### src/rtl/tap_delay_line_pkg.sv
// Shared FIR datapath definitions: default geometry, the fill counter width
// helper and the common sample type.
package fir_pkg;

  localparam int W_DEF          = 16;
  localparam int TAPS_DEF       = 8;
  localparam int PRIME_FULL_DEF = 1;

  // Width needed to count 0..taps inclusive.
  function automatic int fill_width(input int taps);
    return $clog2(taps + 1);
  endfunction

  localparam int CW_DEF = fill_width(TAPS_DEF);

  typedef logic [W_DEF-1:0] sample_t;

endpackage

### src/rtl/tap_delay_line_tap_stage.sv
// One register of the tapped delay line: async reset, sync clear, load enable.
module tap_stage #(
  parameter int W = 16
) (
  input  logic         clk,
  input  logic         rst,
  input  logic         clr,
  input  logic         en,
  input  logic [W-1:0] d,
  output logic [W-1:0] q
);

  logic [W-1:0] data_d;
  logic [W-1:0] data_q;

  // clr wins over en so a flush cannot be undone by a same-cycle load.
  always_comb begin
    data_d = data_q;
    if (clr) begin
      data_d = '0;
    end else if (en) begin
      data_d = d;
    end
  end

  always_ff @(posedge clk or posedge rst) begin
    if (rst) begin
      data_q <= '0;
    end else begin
      data_q <= data_d;
    end
  end

  assign q = data_q;

endmodule

### src/rtl/tap_delay_line.sv
// Tapped delay line feeding the MAC array: shifts one sample per accepted
// input, exposes every tap in parallel and tracks how many taps are real.
module tap_delay_line
  import fir_pkg::*;
#(
  parameter int W          = W_DEF,
  parameter int TAPS       = TAPS_DEF,
  parameter int PRIME_FULL = PRIME_FULL_DEF,
  localparam int CW        = fill_width(TAPS)
) (
  input  logic            clk,
  input  logic            rst,
  input  logic            clr,
  input  logic            in_valid,
  output logic            in_ready,
  input  logic [W-1:0]    in_data,
  output logic            out_valid,
  input  logic            out_ready,
  output logic [W*TAPS-1:0] taps,
  output logic [CW-1:0]   fill,
  output logic            full
);

  localparam logic [CW-1:0] FILL_MAX = CW'(TAPS);

  logic          accept;
  logic [CW-1:0] fill_d;
  logic [CW-1:0] fill_q;
  logic          out_valid_d;
  logic          out_valid_q;
  logic [W-1:0]  tap_w [TAPS];

  // No skid buffer: a held window blocks the input combinationally.
  assign in_ready = !rst && !clr && (!out_valid_q || out_ready);
  assign accept   = in_valid && in_ready;

  always_comb begin
    fill_d = fill_q;
    if (clr) begin
      fill_d = '0;
    end else if (accept && (fill_q != FILL_MAX)) begin
      fill_d = fill_q + CW'(1);
    end
  end

  always_comb begin
    out_valid_d = out_valid_q;
    if (clr) begin
      out_valid_d = 1'b0;
    end else if (accept) begin
      out_valid_d = (PRIME_FULL != 0) ? (fill_d == FILL_MAX) : 1'b1;
    end else if (out_valid_q && out_ready) begin
      out_valid_d = 1'b0;
    end
  end

  always_ff @(posedge clk or posedge rst) begin
    if (rst) begin
      fill_q      <= '0;
      out_valid_q <= 1'b0;
    end else begin
      fill_q      <= fill_d;
      out_valid_q <= out_valid_d;
    end
  end

  // Stage 0 takes the new sample; each later stage takes its predecessor.
  for (genvar k = 0; k < TAPS; k++) begin : g_stage
    logic [W-1:0] stage_in;
    if (k == 0) begin : g_head
      assign stage_in = in_data;
    end else begin : g_body
      assign stage_in = tap_w[k-1];
    end

    tap_stage #(
      .W (W)
    ) u_stage (
      .clk (clk),
      .rst (rst),
      .clr (clr),
      .en  (accept),
      .d   (stage_in),
      .q   (tap_w[k])
    );

    assign taps[k*W +: W] = tap_w[k];
  end

  assign fill      = fill_q;
  assign full      = (fill_q == FILL_MAX);
  assign out_valid = out_valid_q;

endmodule

### config.mk
export PLATFORM = sky130hd
export DESIGN_NAME = tap_delay_line
export DESIGN_NICKNAME = d
export VERILOG_FILES = /design/src/rtl/tap_delay_line_pkg.sv /design/src/rtl/tap_delay_line_tap_stage.sv /design/src/rtl/tap_delay_line.sv
export SDC_FILE = /design/constraint.sdc
export NUM_CORES = 1
export LEC_CHECK = 0
export ABC_AREA = 1
export BUFFER_PORTS_ARGS = -buffer_cell sky130_fd_sc_hd__buf_2
export CORE_MARGIN = 2
export CORE_UTILIZATION = 51
export CTS_CLUSTER_SIZE = 8
export DETAILED_ROUTE_END_ITERATION = 16
export PLACE_DENSITY = 0.79
export SLEW_MARGIN = 25
export SYNTH_ARGS = -nofsm -noshare
export SYNTH_HDL_FRONTEND = slang
export SYNTH_SLANG_ARGS = --single-unit
export TNS_END_PERCENT = 30
### constraint.sdc
create_clock -name clk -period 6.65 [get_ports clk]
set_input_delay 1.6625 -clock clk [delete_from_list [all_inputs] [get_ports clk]]
set_output_delay 1.6625 -clock clk [all_outputs]
set_load 0.03 [all_outputs]
# Word level (Yosys, flattened, before mapping)
# Cells that the tools add are included.
# Widths: inputs -> output; s select.
classes:
  addsub: 1
  n_mul: 0
  div: 0
  magnitude_cmp: 0
  n_eq_ne: 3
  shifts: 0
  mux: 21
  bitwise_logic: 0
  n_reduce_logical: 11
op_table:
  columns: ["cell", "count"]
  rows:
  - ["$mux 16", 16]
  - ["$eq 4x4->1 const B", 2]
  - ["$mux 4", 2]
  - ["$logic_and 1x1->1", 5]
  - ["$add 4x1->4 const B", 1]
  - ["$ne 4x4->1 const B", 1]
  - ["$logic_not 1->1", 3]
  - ["$mux 1", 3]
  - ["$reduce_bool 3->1", 1]
  - ["$reduce_bool 2->1", 1]
  - ["$logic_or 1x1->1", 1]
totals:
  register_bits: 133
  latchBits: 0
  mem_bits_rw: 0
  rom_bits: 0
  inputBits: 21
  mem_count: 0

# Logic depth before layout (Yosys ltp)
# Gate-level depths: netlist of run 1.
depth:
  word_depth: 10
  depth_mapped: 10
  ltp_nobuf: 10

# Cells and area by module
# A second synthesis of run 1 with hierarchy kept.
hier_totals:
  cells_unflattened: 618
  area_unflattened_um2: 5627.9
by_module_without_submodules:
  columns: ["module", "n_inst", "cells_each", "area_per_inst_um2"]
  rows:
  - ["tap_stage", 8, 71, 654.4]
  - ["tap_delay_line", 1, 50, 392.9]

# Least setup slack after synthesis of run 1
# OpenSTA, ideal clock, no wires.
synth_timing:
  path_kind: "in2out"
  from: "input out_ready"
  to: "output in_ready"
  arrival_ns: 2.165
  t_required_ns: 4.987
  setup_slack_ns: 2.822
  stages: 4
  path_buffers: 0
  cell_sequence: "inv_1 -> nand2_1 -> nand2_2 -> inv_1"
synth_via:
  elab_chain_cells: 2
synth_lines:
  columns: ["element", "line_no", "rtl"]
  rows:
  - ["start, declared", "tap_delay_line.sv:18", "input logic out_ready,"]
  - ["$logic_or 1x1->1", "tap_delay_line.sv:34", "assign in_ready = !rst && !clr && (!out_valid_q || out_ready);"]
  - ["$logic_and 1x1->1", "tap_delay_line.sv:34", null]
  - ["end, declared", "tap_delay_line.sv:15", "output logic in_ready,"]
# Every way passes these cells.

# Worst setup path in the final report of run 1
layout_timing:
  from: "input clr"
  to: "output in_ready"
layout_via:
  elab_chain_cells: 3
layout_lines:
  columns: ["element", "line_no", "rtl"]
  rows:
  - ["start, declared", "tap_delay_line.sv:13", "input logic clr,"]
  - ["$logic_not 1->1", "tap_delay_line.sv:34", null]
  - ["$logic_and 1x1->1 (2 in series)", "tap_delay_line.sv:34", null]
# Every way passes these cells.

==> results.tsv, run 1 <==
stage	metric	value	unit
timing	final worst slack	2.65	ns
placed_design	Detailed Place HPWL	7730	um
clocking	H-tree depth	4	
floorplanning	height of the chip	104	um
floorplanning	x dimension of the die	104	um
logic_synthesis	number of warnings printed during yosys synthesis	0	
logic_synthesis	Mapped Nets	502	
critical_path	Worst Reg-to-Reg Cells	8	
pwr	Leak	3.37	nW
logic_synthesis	Post-Syn Area	5090	um^2
critical_path	crit path launch	clr	
routing	vias per inst	5.15	
routing	Iteration-0 DRC Markers	222	
critical_path	Worst R2R End	out_valid$_DFFE_PP0P_	
logic_synthesis	fraction of the yosys area taken by sequential cells	65.4	%
logic_synthesis	most frequent cell after synthesis	dfrtp_1	
routing	vias	3975	
logic_synthesis	number of standard cells after synthesis	479	
routing	Routed Antenna Nets	0	
logic_synthesis	count of unique library cells instantiated by Yosys	22	
logic_synthesis	area leader, netlist	dfrtp_1	
timing	TNS Setup	0	ns
grt	number of antenna violations at the first check in global routing	0	
timing	unrepaired setup endpoints after global routing	no	
floorplanning	Boundary Pins	156	
clocking	TritonCTS clock tree	built	
critical_path	worst path cell trace	buf_2, nor2_4, nand2_2, inv_1, buf_2	
logic_synthesis	count of state elements after synthesis	133	
clocking	insertion delay of the later-clocked pin in the worst-skew pair	0.52	ns
timing	relative slew slack	42.8	%
logic_synthesis	number of flops mapped to enable cells by yosys	0	
clocking	number of CTS-inserted buffers	17	
placed_design	Post-Place Setup Slack	2.65	ns
timing	hold violation count in the final report	0	
clocking	count of buffers added by post-CTS timing repair for setup	0	
clocking	Bufs on Longest Clock Path	2	
clocking	root buf cell	clkbuf_8	
timing	final hold slack	0.515	ns
grt	via count of the first global-routing pass	4004	
critical_path	Max stage delay on crit path	0.19	ns
critical_path	CP Data Required Time	4.99	ns
logic_synthesis	biggest area contributors in the synthesized netlist	dfrtp_1, o22ai_1, inv_1	
pwr	largest voltage drop on the vdd net	0.144	mV
timing	time the worst path needs with I/O delays and setup	4.00	ns
critical_path	kind of end point of the critical path	output pin	
timing	Final setup viols	0	
logic_synthesis	fraction of post-synthesis cell area in the top cell type by area	65.4	%
critical_path	buffers plus inverters on the worst setup path	3	
logic_synthesis	Synth async-reset ratio	100	%
layout	final net count	649	
critical_path	Worst Path Arrival	2.33	ns
floorplanning	initial core utilization	52.3	%
run	Max-cap violations	0	
clocking	number of instances resized during post-cts repair	0	
routing	Total Wirelength	12200	um
timing	Pins Over Slew Limit	0	
hold_path	Hold WC Path Type	register to register	
routing	first drt pass iteration count	5	
clocking	hold buffer count at cts	0	
layout	Synth-to-Final Area Change	27.8	%
critical_path	startpoint of the most critical register-to-register path	out_valid$_DFFE_PP0P_	
routing	Avg WL per Cell	15.8	um
grt	total global routing track utilization	23.6	%
logic_synthesis	mean instance size in the synthesized netlist	10.6	um^2
timing	Max Clk Rate	250	MHz
floorplanning	placeable core region	9730	um^2
pwr	cell area power density	288	nW/um^2
layout	n_diodes	0	
grt	first-pass GRT wire length	20000	um
critical_path	Critical Setup Path Class	primary input to output pin	
layout	filler cell count	793	
grt	Congestion Overflow GR	0	
critical_path	slowest cell on the critical path	buf_2	
timing	clk_skew	0.00567	ns
layout	fraction of layout cells with a size suffix above 1	30.8	%
routing	DRC errors left	0	
logic_synthesis	top cells by count, synth	dfrtp_1, inv_1, o22ai_1	
timing	Tightest Pin Transition	0.857	ns
critical_path	CP Launch Type	primary input	
grt	largest net degree at the start of global routing	113	
placed_design	number of buffer cells added on primary ports	155	
run_status	result of the run	finished, final reports clean	
critical_path	slack of the worst reg-to-reg path	4.64	ns
logic_synthesis	primary flip-flop cell chosen by synthesis mapping	dfrtp_1	
floorplanning	die area	10800	um^2
critical_path	most used cell along the critical path	buf_2	
clocking	clock sinks	133	
placed_design	Routability Congestion	0.803	
critical_path	Top Family by Delay on Critical Path	buffers and inverters	
critical_path	crit path max fanout	5	
critical_path	number of gates on the worst path with buffers counted	5	
timing	final critical-path share of the clock period	60.1	%
floorplanning	Cell Rows	36	
clocking	Clock transition at path regs	0.06	ns
critical_path	Worst Setup EP	in_ready	
power by group:
part | leakage, nW | internal [mW] | total (mW) | switching [mW]
Clock | 0.295 | 0.596 | 0.949 | 0.353
Combinational | 1.23 | 0.0218 | 0.0979 | 0.0762
Sequential | 1.85 | 0.818 | 0.824 | 0.00530
metrics by stage:
| step | instances | util, % | power [mW] | instance area [um^2] |
|---|---|---|---|---|
| floorplan | 479 | - | 0.911 | 5090 |
| global placement | 740 | 60.4 | 0.934 | 5880 |
| detailed placement | 740 | 60.4 | 0.936 | 5880 |
| CTS | 772 | 66.7 | 1.89 | 6490 |
| global route | 772 | 66.8 | 1.94 | 6500 |
| finish | 772 | 66.8 | 1.87 | 6500 |
layout by cell type (no fill, tap or decap), drive strengths merged:
| cell type | Yosys | final |
|---|---|---|
| nand4 | 1 | 1 |
| o21ai | 32 | 32 |
| bufinv | 0 | 3 |
| a21oi | 1 | 1 |
| inv | 124 | 127 |
| clkinv | 0 | 5 |
| buf | 29 | 157 |
| clkbuf | 0 | 19 |
| nand2 | 30 | 30 |
| xor2 | 1 | 1 |
| o21bai | 1 | 1 |
| nand3 | 23 | 23 |
| xnor2 | 1 | 1 |
| o22ai | 96 | 96 |
| nor2 | 5 | 5 |
| clkinvlp | 0 | 2 |
| dfrtp | 133 | 133 |
| ha | 2 | 2 |
per-layer routing:
metal / vias to the layer above / part of all wire, % / GRT usage (%)
met2: 135 / 52 / 39.2
met1: 1961 / 41 / 29.3
met3: 14 / 6.2 / 6.64
li1: 1865 / - / -
met4: 0 / 1.4 / 9.36
met5: - / 0 / 0
registers in the layout, summed over array words and instances, names as in the netlist:
| name | flops |
|---|---|
| fill | 4 |
| out_valid | 1 |
| g_stage.u_stage.q | 128 |
worst min-delay path, cell delays in order, from the launching register on:
cell	delay, ns
dfrtp_1	0.34
nand3_1	0.07
o21ai_1	0.07
worst min-delay path by stage:
stage               depth (start not counted)  slack (ns)                                 start                              endpoint
finish                                      2        0.51  g_stage[7].u_stage.q[13]$_DFFE_PP0P_  g_stage[7].u_stage.q[13]$_DFFE_PP0P_
global route                                2        0.56   g_stage[7].u_stage.q[3]$_DFFE_PP0P_   g_stage[7].u_stage.q[3]$_DFFE_PP0P_
CTS                                         2        0.52  g_stage[7].u_stage.q[13]$_DFFE_PP0P_  g_stage[7].u_stage.q[13]$_DFFE_PP0P_
detailed placement                          2        0.50  g_stage[7].u_stage.q[13]$_DFFE_PP0P_  g_stage[7].u_stage.q[13]$_DFFE_PP0P_
global placement                            2        0.49  g_stage[7].u_stage.q[15]$_DFFE_PP0P_  g_stage[7].u_stage.q[15]$_DFFE_PP0P_
floorplan                                   2        0.68  g_stage[7].u_stage.q[10]$_DFFE_PP0P_  g_stage[7].u_stage.q[10]$_DFFE_PP0P_
cell type report:
| cell class | count | area [um^2] | area share [%] |
|---|---|---|---|
| sequential | 133 | 3330 | 51.2 |
| timing repair buffer | 157 | 795 | 12.2 |
| tap | 133 | 166 | 2.56 |
| multi-input combinational | 193 | 1130 | 17.4 |
| clock inverter | 13 | 171 | 2.64 |
| clock buffer | 19 | 442 | 6.79 |
| inverter | 124 | 470 | 7.23 |
kinds of logic after synthesis:
group	synth area share, %
xor+xnor	0.344
fa+ha+maj	0.492
flops	65.4
compound gates	15.3
simple gates	5.83
buf+inv	12.6
(Power assumes the default switching activity.)
==> run 2: changes to the inputs <==
Settings changed: CORE_UTILIZATION 51 to 46, PLACE_DENSITY 0.79 to 0.76.
Clock period 6.65 ns to 3.4 ns, I/O delays scaled along.
==> results.tsv, run 2 (synthesized netlist as in run 1, its figures left out) <==
stage	metric	value	unit
run_status	result of the run	finished, final reports clean	
critical_path	Worst Path Arrival	1.62	ns
critical_path	most used cell along the critical path	inv_1	
grt	Congestion Overflow GR	0	
floorplanning	initial core utilization	47.1	%
critical_path	Max stage delay on crit path	0.42	ns
critical_path	worst path cell trace	inv_1, ha_1, nand3_1, inv_1, buf_2	
routing	DRC errors left	0	
timing	TNS Setup	0	ns
floorplanning	Boundary Pins	156	
layout	filler cell count	914	
clocking	H-tree depth	4	
grt	via count of the first global-routing pass	3910	
placed_design	placed cell count	751	
pwr	largest voltage drop on the vdd net	0.377	mV
timing	Final setup viols	0	
layout	final cell count without fillers	782	
grt	first-pass GRT wire length	19500	um
clocking	insertion delay of the later-clocked pin in the worst-skew pair	0.52	ns
layout	final net count	653	
routing	max layer used	met4	
timing	unrepaired setup endpoints after global routing	no	
layout	most frequent standard cell in the layout excluding fill and tap cells	buf_2	
routing	Avg WL per Cell	15.8	um
floorplanning	Cell Rows	38	
clocking	TritonCTS clock tree	built	
layout	leading cell types in the layout, fill and taps excluded	buf_2, dfrtp_1, inv_1	
critical_path	Critical Setup Path Class	register to output pin	
timing	time the worst path needs with I/O delays and setup	2.47	ns
critical_path	slowest cell on the critical path	dfrtp_1	
placed_design	Detailed Place HPWL	8160	um
timing	Tightest Pin Transition	0.695	ns
floorplanning	x dimension of the die	109	um
critical_path	buffers plus inverters on the worst setup path	3	
critical_path	CP Data Required Time	2.55	ns
clocking	root buf cell	clkbuf_8	
clocking	Clock transition at path regs	0.06	ns
routing	vias	3986	
timing	Pins Over Slew Limit	0	
routing	met3 wire length	674	um
grt	number of antenna violations at the first check in global routing	0	
routing	Iteration-0 DRC Markers	295	
floorplanning	die area	11900	um^2
placed_design	Routability Congestion	0.804	
clocking	number of CTS-inserted buffers	17	
clocking	count of buffers added by post-CTS timing repair for setup	0	
layout	fraction of layout cells with a size suffix above 1	31.2	%
routing	Total Wirelength	12400	um
routing	first drt pass iteration count	4	
clocking	hold buffer count at cts	0	
layout	post-route core utilization	61.0	%
layout	design area	6590	um^2
routing	met2 routed WL	6430	um
critical_path	crit path max fanout	5	
routing	vias per inst	5.10	
grt	largest net degree at the start of global routing	134	
timing	Max Clk Rate	405	MHz
routing	met1 wire length	5040	um
clocking	clock sinks	133	
pwr	cell area power density	580	nW/um^2
hold_path	Hold WC Path Type	register to register	
critical_path	Top Family by Delay on Critical Path	flip-flops	
placed_design	number of buffer cells added on primary ports	155	
clocking	number of instances resized during post-cts repair	0	
run	Max-cap violations	0	
timing	relative slew slack	53.7	%
layout	n_diodes	0	
critical_path	CP Launch Type	register	
routing	Routed Antenna Nets	0	
grt	total global routing track utilization	21.6	%
timing	clk_skew	0.0137	ns
floorplanning	height of the chip	109	um
layout	number of flip-flops under the largest register name	128	
pwr	final total power	3.82	mW
placed_design	Post-Place Cell Area	5930	um^2
critical_path	kind of end point of the critical path	output pin	
timing	hold violation count in the final report	0	
pwr	Leak	3.42	nW
layout	Synth-to-Final Area Change	29.5	%
floorplanning	placeable core region	10800	um^2
clocking	Bufs on Longest Clock Path	2	
timing	final critical-path share of the clock period	72.5	%
## run 2: changes by cell type in the layout (fill, tap and decap cells not counted), moves of 2 or more
| cell | delta |
|---|---|
| bufinv_16 | +3 |
| buf_4 | +4 |
| clkinv_2 | +2 |
| inv_6 | -4 |
## run 2: worst paths after layout
check	startpoint	endpoint	slack (ns)	depth (start not counted)
max in group asynchronous	rst	g_stage[4].u_stage.q[8]$_DFFE_PP0P_	2.32	3
min in group asynchronous	rst	fill[0]$_DFF_PP0_	0.58	3
max	fill[0]$_DFF_PP0_	full	0.93	5
min	g_stage[7].u_stage.q[7]$_DFFE_PP0P_	g_stage[7].u_stage.q[7]$_DFFE_PP0P_	0.51	2
max reg2reg	out_valid$_DFFE_PP0P_	g_stage[5].u_stage.q[1]$_DFFE_PP0P_	1.76	5
min reg2reg	g_stage[7].u_stage.q[7]$_DFFE_PP0P_	g_stage[7].u_stage.q[7]$_DFFE_PP0P_	0.51	2
## run 2: area by class of cell
type | instances | area [um^2] | share of cell area, %
clock buffers | 18 | 428 | 6.50
repair buffers | 161 | 833 | 12.7
multi-input cells | 193 | 1120 | 17.0
clock inverters | 13 | 230 | 3.50
inverters | 124 | 469 | 7.13
flip-flops and latches | 133 | 3330 | 50.5
well taps | 140 | 175 | 2.66
## run 2: power by group
part	switching, mW	total, mW	leakage (nW)	internal, mW
clock	0.660	2.01	0.325	1.35
sequential	0.0103	1.61	1.85	1.60
combinational	0.150	0.196	1.25	0.0463
## run 2: per-stage QoR
stage	hold WS (ns)	setup WS, ns
detailed placement	0.506	1.03
global placement	0.494	1.03
CTS	0.518	0.919
global route	0.535	0.860
floorplan	0.684	0.899
finish	0.513	0.934
## run 2: tightest hold or removal path, delay by kind of cell (launching register included)
| kind | cells | cell delay, ns |
|---|---|---|
| DFF | 1 | 0.33 |
| and+or+nand+nor | 1 | 0.08 |
| AOI/OAI and AO/OA | 1 | 0.07 |
## run 2: metal layers
layer / track usage [%] / vias to the layer above
li1: - / 1872
met1: 26.3 / 1975
met2: 36.6 / 124
met3: 5.44 / 15
met4: 9.07 / 0
met5: 0 / -
